File: src/rtl/uart_receiver.sv
// uart_receiver: 8N1 serial receive path with a one-byte holding register.
// Synchronises the raw line, samples each bit at its centre, delivers bytes
// through a valid/ready pop interface and keeps sticky framing/overrun flags.
module uart_receiver #(
  parameter int CLOCK_FREQ = 50_000_000,
  parameter int BAUD_RATE  = 115_200
) (
  input  logic       Clock,
  input  logic       Reset,
  input  logic       SIn,
  output logic [7:0] DataOut,
  output logic       DataOutValid,
  input  logic       DataOutReady,
  input  logic       ErrorClear,
  output logic       FramingError,
  output logic       Overrun
);

  localparam int SYMBOL_EDGE_TIME = CLOCK_FREQ / BAUD_RATE;
  localparam int SAMPLE_TIME      = SYMBOL_EDGE_TIME / 2;
  localparam int CW               = $clog2(SYMBOL_EDGE_TIME) + 1;

  localparam logic [CW-1:0] SYM_LAST    = CW'(SYMBOL_EDGE_TIME - 1);
  localparam logic [CW-1:0] SAMPLE_LAST = CW'(SAMPLE_TIME - 1);

  localparam logic [2:0] S_IDLE      = 3'd0;
  localparam logic [2:0] S_START     = 3'd1;
  localparam logic [2:0] S_DATA      = 3'd2;
  localparam logic [2:0] S_STOP      = 3'd3;
  localparam logic [2:0] S_WAIT_IDLE = 3'd4;

  // Two-flop synchroniser; only rx_s_q is visible to the receive logic.
  logic sync1_q;
  logic rx_s_q;

  logic [2:0]    state_q, state_d;
  logic [CW-1:0] cnt_q, cnt_d;
  logic [2:0]    bit_idx_q, bit_idx_d;
  logic [7:0]    shift_q, shift_d;

  logic [7:0] data_q, data_d;
  logic       valid_q, valid_d;
  logic       fe_q, fe_d;
  logic       ov_q, ov_d;

  // One-cycle strobes from the FSM on the stop-sample cycle.
  logic stop_good;
  logic stop_bad;
  logic pop;
  logic ov_set;

  // Synchronise the asynchronous serial line; idle level is high.
  always_ff @(posedge Clock or negedge Reset) begin
    if (!Reset) begin
      sync1_q <= 1'b1;
      rx_s_q  <= 1'b1;
    end else begin
      sync1_q <= SIn;
      rx_s_q  <= sync1_q;
    end
  end

  // Frame FSM: start qualification, centre sampling of data and stop bits.
  always_comb begin
    state_d   = state_q;
    cnt_d     = (cnt_q == SYM_LAST) ? '0 : cnt_q + 1'b1;
    bit_idx_d = bit_idx_q;
    shift_d   = shift_q;
    stop_good = 1'b0;
    stop_bad  = 1'b0;
    case (state_q)
      S_IDLE: begin
        cnt_d = '0;
        if (!rx_s_q) begin
          state_d = S_START;
        end
      end
      S_START: begin
        // Half a symbol in: confirm the start bit is still low.
        if (cnt_q == SAMPLE_LAST) begin
          cnt_d = '0;
          if (!rx_s_q) begin
            state_d   = S_DATA;
            bit_idx_d = 3'd0;
          end else begin
            state_d = S_IDLE;
          end
        end
      end
      S_DATA: begin
        // Timer was aligned to the start-bit centre, so each wrap is a bit centre.
        if (cnt_q == SYM_LAST) begin
          shift_d   = {rx_s_q, shift_q[7:1]};
          bit_idx_d = bit_idx_q + 3'd1;
          if (bit_idx_q == 3'd7) begin
            state_d = S_STOP;
            cnt_d   = '0;
          end
        end
      end
      S_STOP: begin
        if (cnt_q == SYM_LAST) begin
          cnt_d = '0;
          if (rx_s_q) begin
            stop_good = 1'b1;
            state_d   = S_IDLE;
          end else begin
            stop_bad = 1'b1;
            state_d  = S_WAIT_IDLE;
          end
        end
      end
      S_WAIT_IDLE: begin
        // A held-low line must return high before a new start is accepted,
        // so a break reports a single framing error.
        cnt_d = '0;
        if (rx_s_q) begin
          state_d = S_IDLE;
        end
      end
      default: begin
        state_d = S_IDLE;
        cnt_d   = '0;
      end
    endcase
  end

  // FSM, bit timer, bit index and shift register state.
  always_ff @(posedge Clock or negedge Reset) begin
    if (!Reset) begin
      state_q   <= S_IDLE;
      cnt_q     <= '0;
      bit_idx_q <= 3'd0;
      shift_q   <= 8'h00;
    end else begin
      state_q   <= state_d;
      cnt_q     <= cnt_d;
      bit_idx_q <= bit_idx_d;
      shift_q   <= shift_d;
    end
  end

  assign pop = valid_q & DataOutReady;

  // Holding register: a pop and a delivery in the same cycle keep it full with the new byte.
  always_comb begin
    data_d  = data_q;
    valid_d = valid_q;
    ov_set  = 1'b0;
    if (pop) begin
      valid_d = 1'b0;
    end
    if (stop_good) begin
      if (!valid_q || pop) begin
        data_d  = shift_q;
        valid_d = 1'b1;
      end else begin
        ov_set = 1'b1;
      end
    end
  end

  // Sticky error flags; a new event outranks a simultaneous clear.
  always_comb begin
    fe_d = fe_q;
    ov_d = ov_q;
    if (ErrorClear) begin
      fe_d = 1'b0;
      ov_d = 1'b0;
    end
    if (stop_bad) begin
      fe_d = 1'b1;
    end
    if (ov_set) begin
      ov_d = 1'b1;
    end
  end

  // Output-side registers: holding byte, valid and error flags.
  always_ff @(posedge Clock or negedge Reset) begin
    if (!Reset) begin
      data_q  <= 8'h00;
      valid_q <= 1'b0;
      fe_q    <= 1'b0;
      ov_q    <= 1'b0;
    end else begin
      data_q  <= data_d;
      valid_q <= valid_d;
      fe_q    <= fe_d;
      ov_q    <= ov_d;
    end
  end

  assign DataOut      = data_q;
  assign DataOutValid = valid_q;
  assign FramingError = fe_q;
  assign Overrun      = ov_q;

endmodule

File: config.mk
export PLATFORM = sky130hd
export DESIGN_NAME = uart_receiver
export DESIGN_NICKNAME = d
export VERILOG_FILES = /design/src/rtl/uart_receiver.sv
export SDC_FILE = /design/constraint.sdc
export NUM_CORES = 1
export LEC_CHECK = 0
export BUFFER_PORTS_ARGS = -buffer_cell sky130_fd_sc_hd__buf_4
export CAP_MARGIN = 10
export CORE_UTILIZATION = 36
export CTS_CLUSTER_DIAMETER = 50
export DETAILED_ROUTE_END_ITERATION = 7
export GPL_TIMING_DRIVEN = 0
export PLACE_DENSITY = 0.52
export SKIP_CTS_REPAIR_TIMING = 1
export SYNTH_ARGS = -nofsm -noshare
export SYNTH_HDL_FRONTEND = slang
export SYNTH_SLANG_ARGS = --single-unit
File: constraint.sdc
create_clock -name Clock -period 2.38 [get_ports Clock]
set_clock_uncertainty 0.2 [all_clocks]
set_input_delay 0.714 -clock Clock [delete_from_list [all_inputs] [get_ports Clock]]
set_output_delay 0.714 -clock Clock [all_outputs]
set_load 0.005 [all_outputs]
==> results by group <==
Run status
  • Status: finished clean

Routing
  • Residual DRC: 0
  • WL/cell: 13.7 microns
  • Vias per cell: 5.13
  • Detail Route Antenna Nets: 0
  • Initial drt markers: 40
  • Pre-antenna DRT Iters: 4
  • Total vias in the final route: roughly 1100
  • Total length of routed wires: 2980 microns

Timing
  • Max Clock Freq: about 440 MHz
  • Slew Viols, Final: 0
  • Worst-Margin Slew: 0.582 ns
  • Final Critical Period: 2.30 ns
  • Slew headroom: 60.9%
  • Final setup viols: 0
  • Final Hold Fails: 0
  • Fin crit share: 96.5%

Global route
  • Largest net degree at the start of global routing: 38
  • Vias in the first global route: approximately 1100
  • Grt total ovfl: 0
  • Total track usage: 13.6%
  • Initial antenna violation count: 0
  • First-pass GRT wire length: around 5200 microns

Synthesis
  • Yosys synthesis warning count: 0
  • Area contributors post-synth: dfrtp_1, mux2_2, mux2_4, ha_1, nor2_1
  • Part of the Yosys area used for sequential elements: 54.4%
  • Asr flop ratio synth: 100%
  • Area leader, netlist: dfrtp_1
  • Synth cell count leaders: dfrtp_1, nor2_1, mux2_2, mux2_4
  • Post-synth EDFFs: 0
  • #FFs+latches synth: 37
  • Synthesized area: about 0.0017 sq mm
  • Mapped Avg Cell Area: ~12 sq um
  • Distinct cells, synth: 40
  • Most frequent cell after synthesis: dfrtp_1
  • Synth Flop Type: dfrtp_1
  • Syn Nets: 149
  • Syn Inst Count: 139
  • Top-area cell type share of the netlist area: 51.3%

Clock tree
  • Worst skew pair latency: 0.28 ns
  • CTS tree: done
  • H-Tree Depth: 2
  • CTS Sinks: 37
  • Root Buffer: clkbuf_8
  • Clock Path Buffers: 2
  • Worst-path clk slew: 0.07 ns
  • TritonCTS buffer count: 5

Placement
  • I/O Buffers: 15
  • Detailed placer's ending HPWL: 2070 microns
  • GPL Wtd Cong: 0.804

Pwr
  • Logic gate share of total power: between 1.5 and 2%
  • Switch share: 19.7%
  • Power Total: 1.05 mW
  • Leak pwr: ~0.94 nW
  • Max VDD drop: 196 uV
  • Clk network pwr share: a little under two fifths
  • Flop pwr share: 60.2%
  • Psw: 0.208 mW
  • PwrDens: 524 mW/mm^2
  • Cell-internal power: 0.845 mW

Die
  • Row count: 24
  • Core Area: 0.00444 sq mm
  • # IOs: 16
  • Initial core utilization: 38.4%
  • Die height: just over 70 microns
  • Die area: 0.00502 sq mm
  • Die Wd: 70.9 microns

Critical path
  • WP data required: 2.34 ns
  • Element type at the critical path end: flop
  • Crit path max fanout: 7
  • Critical Path AT: 2.26 ns
  • CP Launch Type: flop
  • Critical path class: flop to flop

Min path
  • HP Class: flop to flop

Final layout
  • Fillers: 413
  • # diodes: 0
  • Layout cell share with drive strength beyond 1: ~34%
  • Syn-to-layout area delta: 17.7%
  • Nets: 174
  • Layout Utilization: 45.2%

Flow run
  • MaxCap Viol Count: 0
[logic make-up after synthesis]
family                     after synthesis  share of synthesized area (%)
xor gates and xnor gates                 8                           4.11
AOI/OAI and AO/OA                       14                           6.38
adders and majority gates                5                           3.67
and+or+nand+nor                         48                           15.1
muxes                                   17                           12.8
DFF                                     37                           54.4
buffers and inverters                   10                           3.59
[registers in the layout, indices dropped and copies added, names as in the netlist]
signal        cells
DataOut           8
DataOutValid      1
cnt_q            10
shift_q           8
state_q           3
bit_idx_q         3
Overrun           1
rx_s_q            1
FramingError      1
sync1_q           1
[layout make-up]
type,instances,area [sq um],share of cell area (%)
clock buffer,8,80.1,3.99
tap,52,65.1,3.24
inverter,6,22.5,1.12
buffer,3,27.5,1.37
multi-input combinational,92,726,36.1
timing repair buffer,19,160,7.97
sequential,37,928,46.2
[per-stage QoR]
step / TNS (ns) / hold slack (ns) / area [sq um] / instances / setup slack [ns]
2_1_floorplan: 0 / 0.145 / 1710 / 139 / 0.200
3_3_place_gp: -0.755 / 0.146 / 1880 / 206 / -0.0969
3_5_place_dp: -1.42 / 0.149 / 1880 / 206 / -0.187
4_1_cts: -1.49 / 0.159 / 1960 / 214 / -0.196
5_1_grt: -0.0259 / 0.166 / 2010 / 217 / -0.0147
6_report: 0 / 0.157 / 2010 / 217 / 0.0834
[critical path, cell delays in order, from the launching register on]
cell	delay, ns
dfrtp_1	0.40
inv_2	0.07
ha_2	0.16
nand4b_1	0.14
or4_4	0.57
nor2_4	0.19
clkbuf_16	0.17
mux2_4	0.28
[metal layers]
layer / track usage, % / wire length (microns) / vias up / part of all wire (%)
li1: - / - / 535 / -
met1: 16.0 / 1330 / 550 / 45
met2: 22.6 / 1470 / 20 / 49
met3: 4.27 / 111 / 9 / 3.7
met4: 6.67 / 72 / 0 / 2.4
met5: 0 / 0 / - / 0
[layout by cell type, fill, tap and decap left out, types with 2 or more instances in the layout]
cell      netlist  layout
clkbuf_8        0       5
nor3_1          4       4
inv_1           6       5
nor4_1          3       2
and4_1          2       2
nor2_1         16      16
a221o_2         2       2
xnor2_1         6       6
mux2_2         10      10
and3_1          2       2
nand3_1         4       4
buf_4           0      18
nor2b_1         2       2
mux2_4          7       7
o21ai_0         2       2
clkbuf_1        2       5
dfrtp_1        35      35
dfstp_2         2       2
xor2_1          2       2
ha_1            5       4
nand2_1         6       6
[path summary, 6_finish.rpt]
path,startpoint,endpoint,slack [ns],cells past startpoint
max in group asynchronous,Reset,sync1_q,1.44,1
min in group asynchronous,Reset,DataOut[7],0.19,1
worst max register to register,cnt_q[1],shift_q[3],0.08,7
worst min-delay path,sync1_q,rx_s_q,0.16,0
worst min register to register,sync1_q,rx_s_q,0.16,0
worst max-delay path,cnt_q[1],shift_q[3],0.08,7
[power by group through the flow]
stage	clock (mW)	sequential, mW	combinational [mW]
after detailed placement	0	0.646	0.0191
final	0.400	0.634	0.0181
after CTS	0.425	0.634	0.0191
after global routing	0.457	0.634	0.0212
after global placement	0	0.646	0.0183
after floorplan	0	0.645	0.00108
Power figures use the tool's default switching activity.
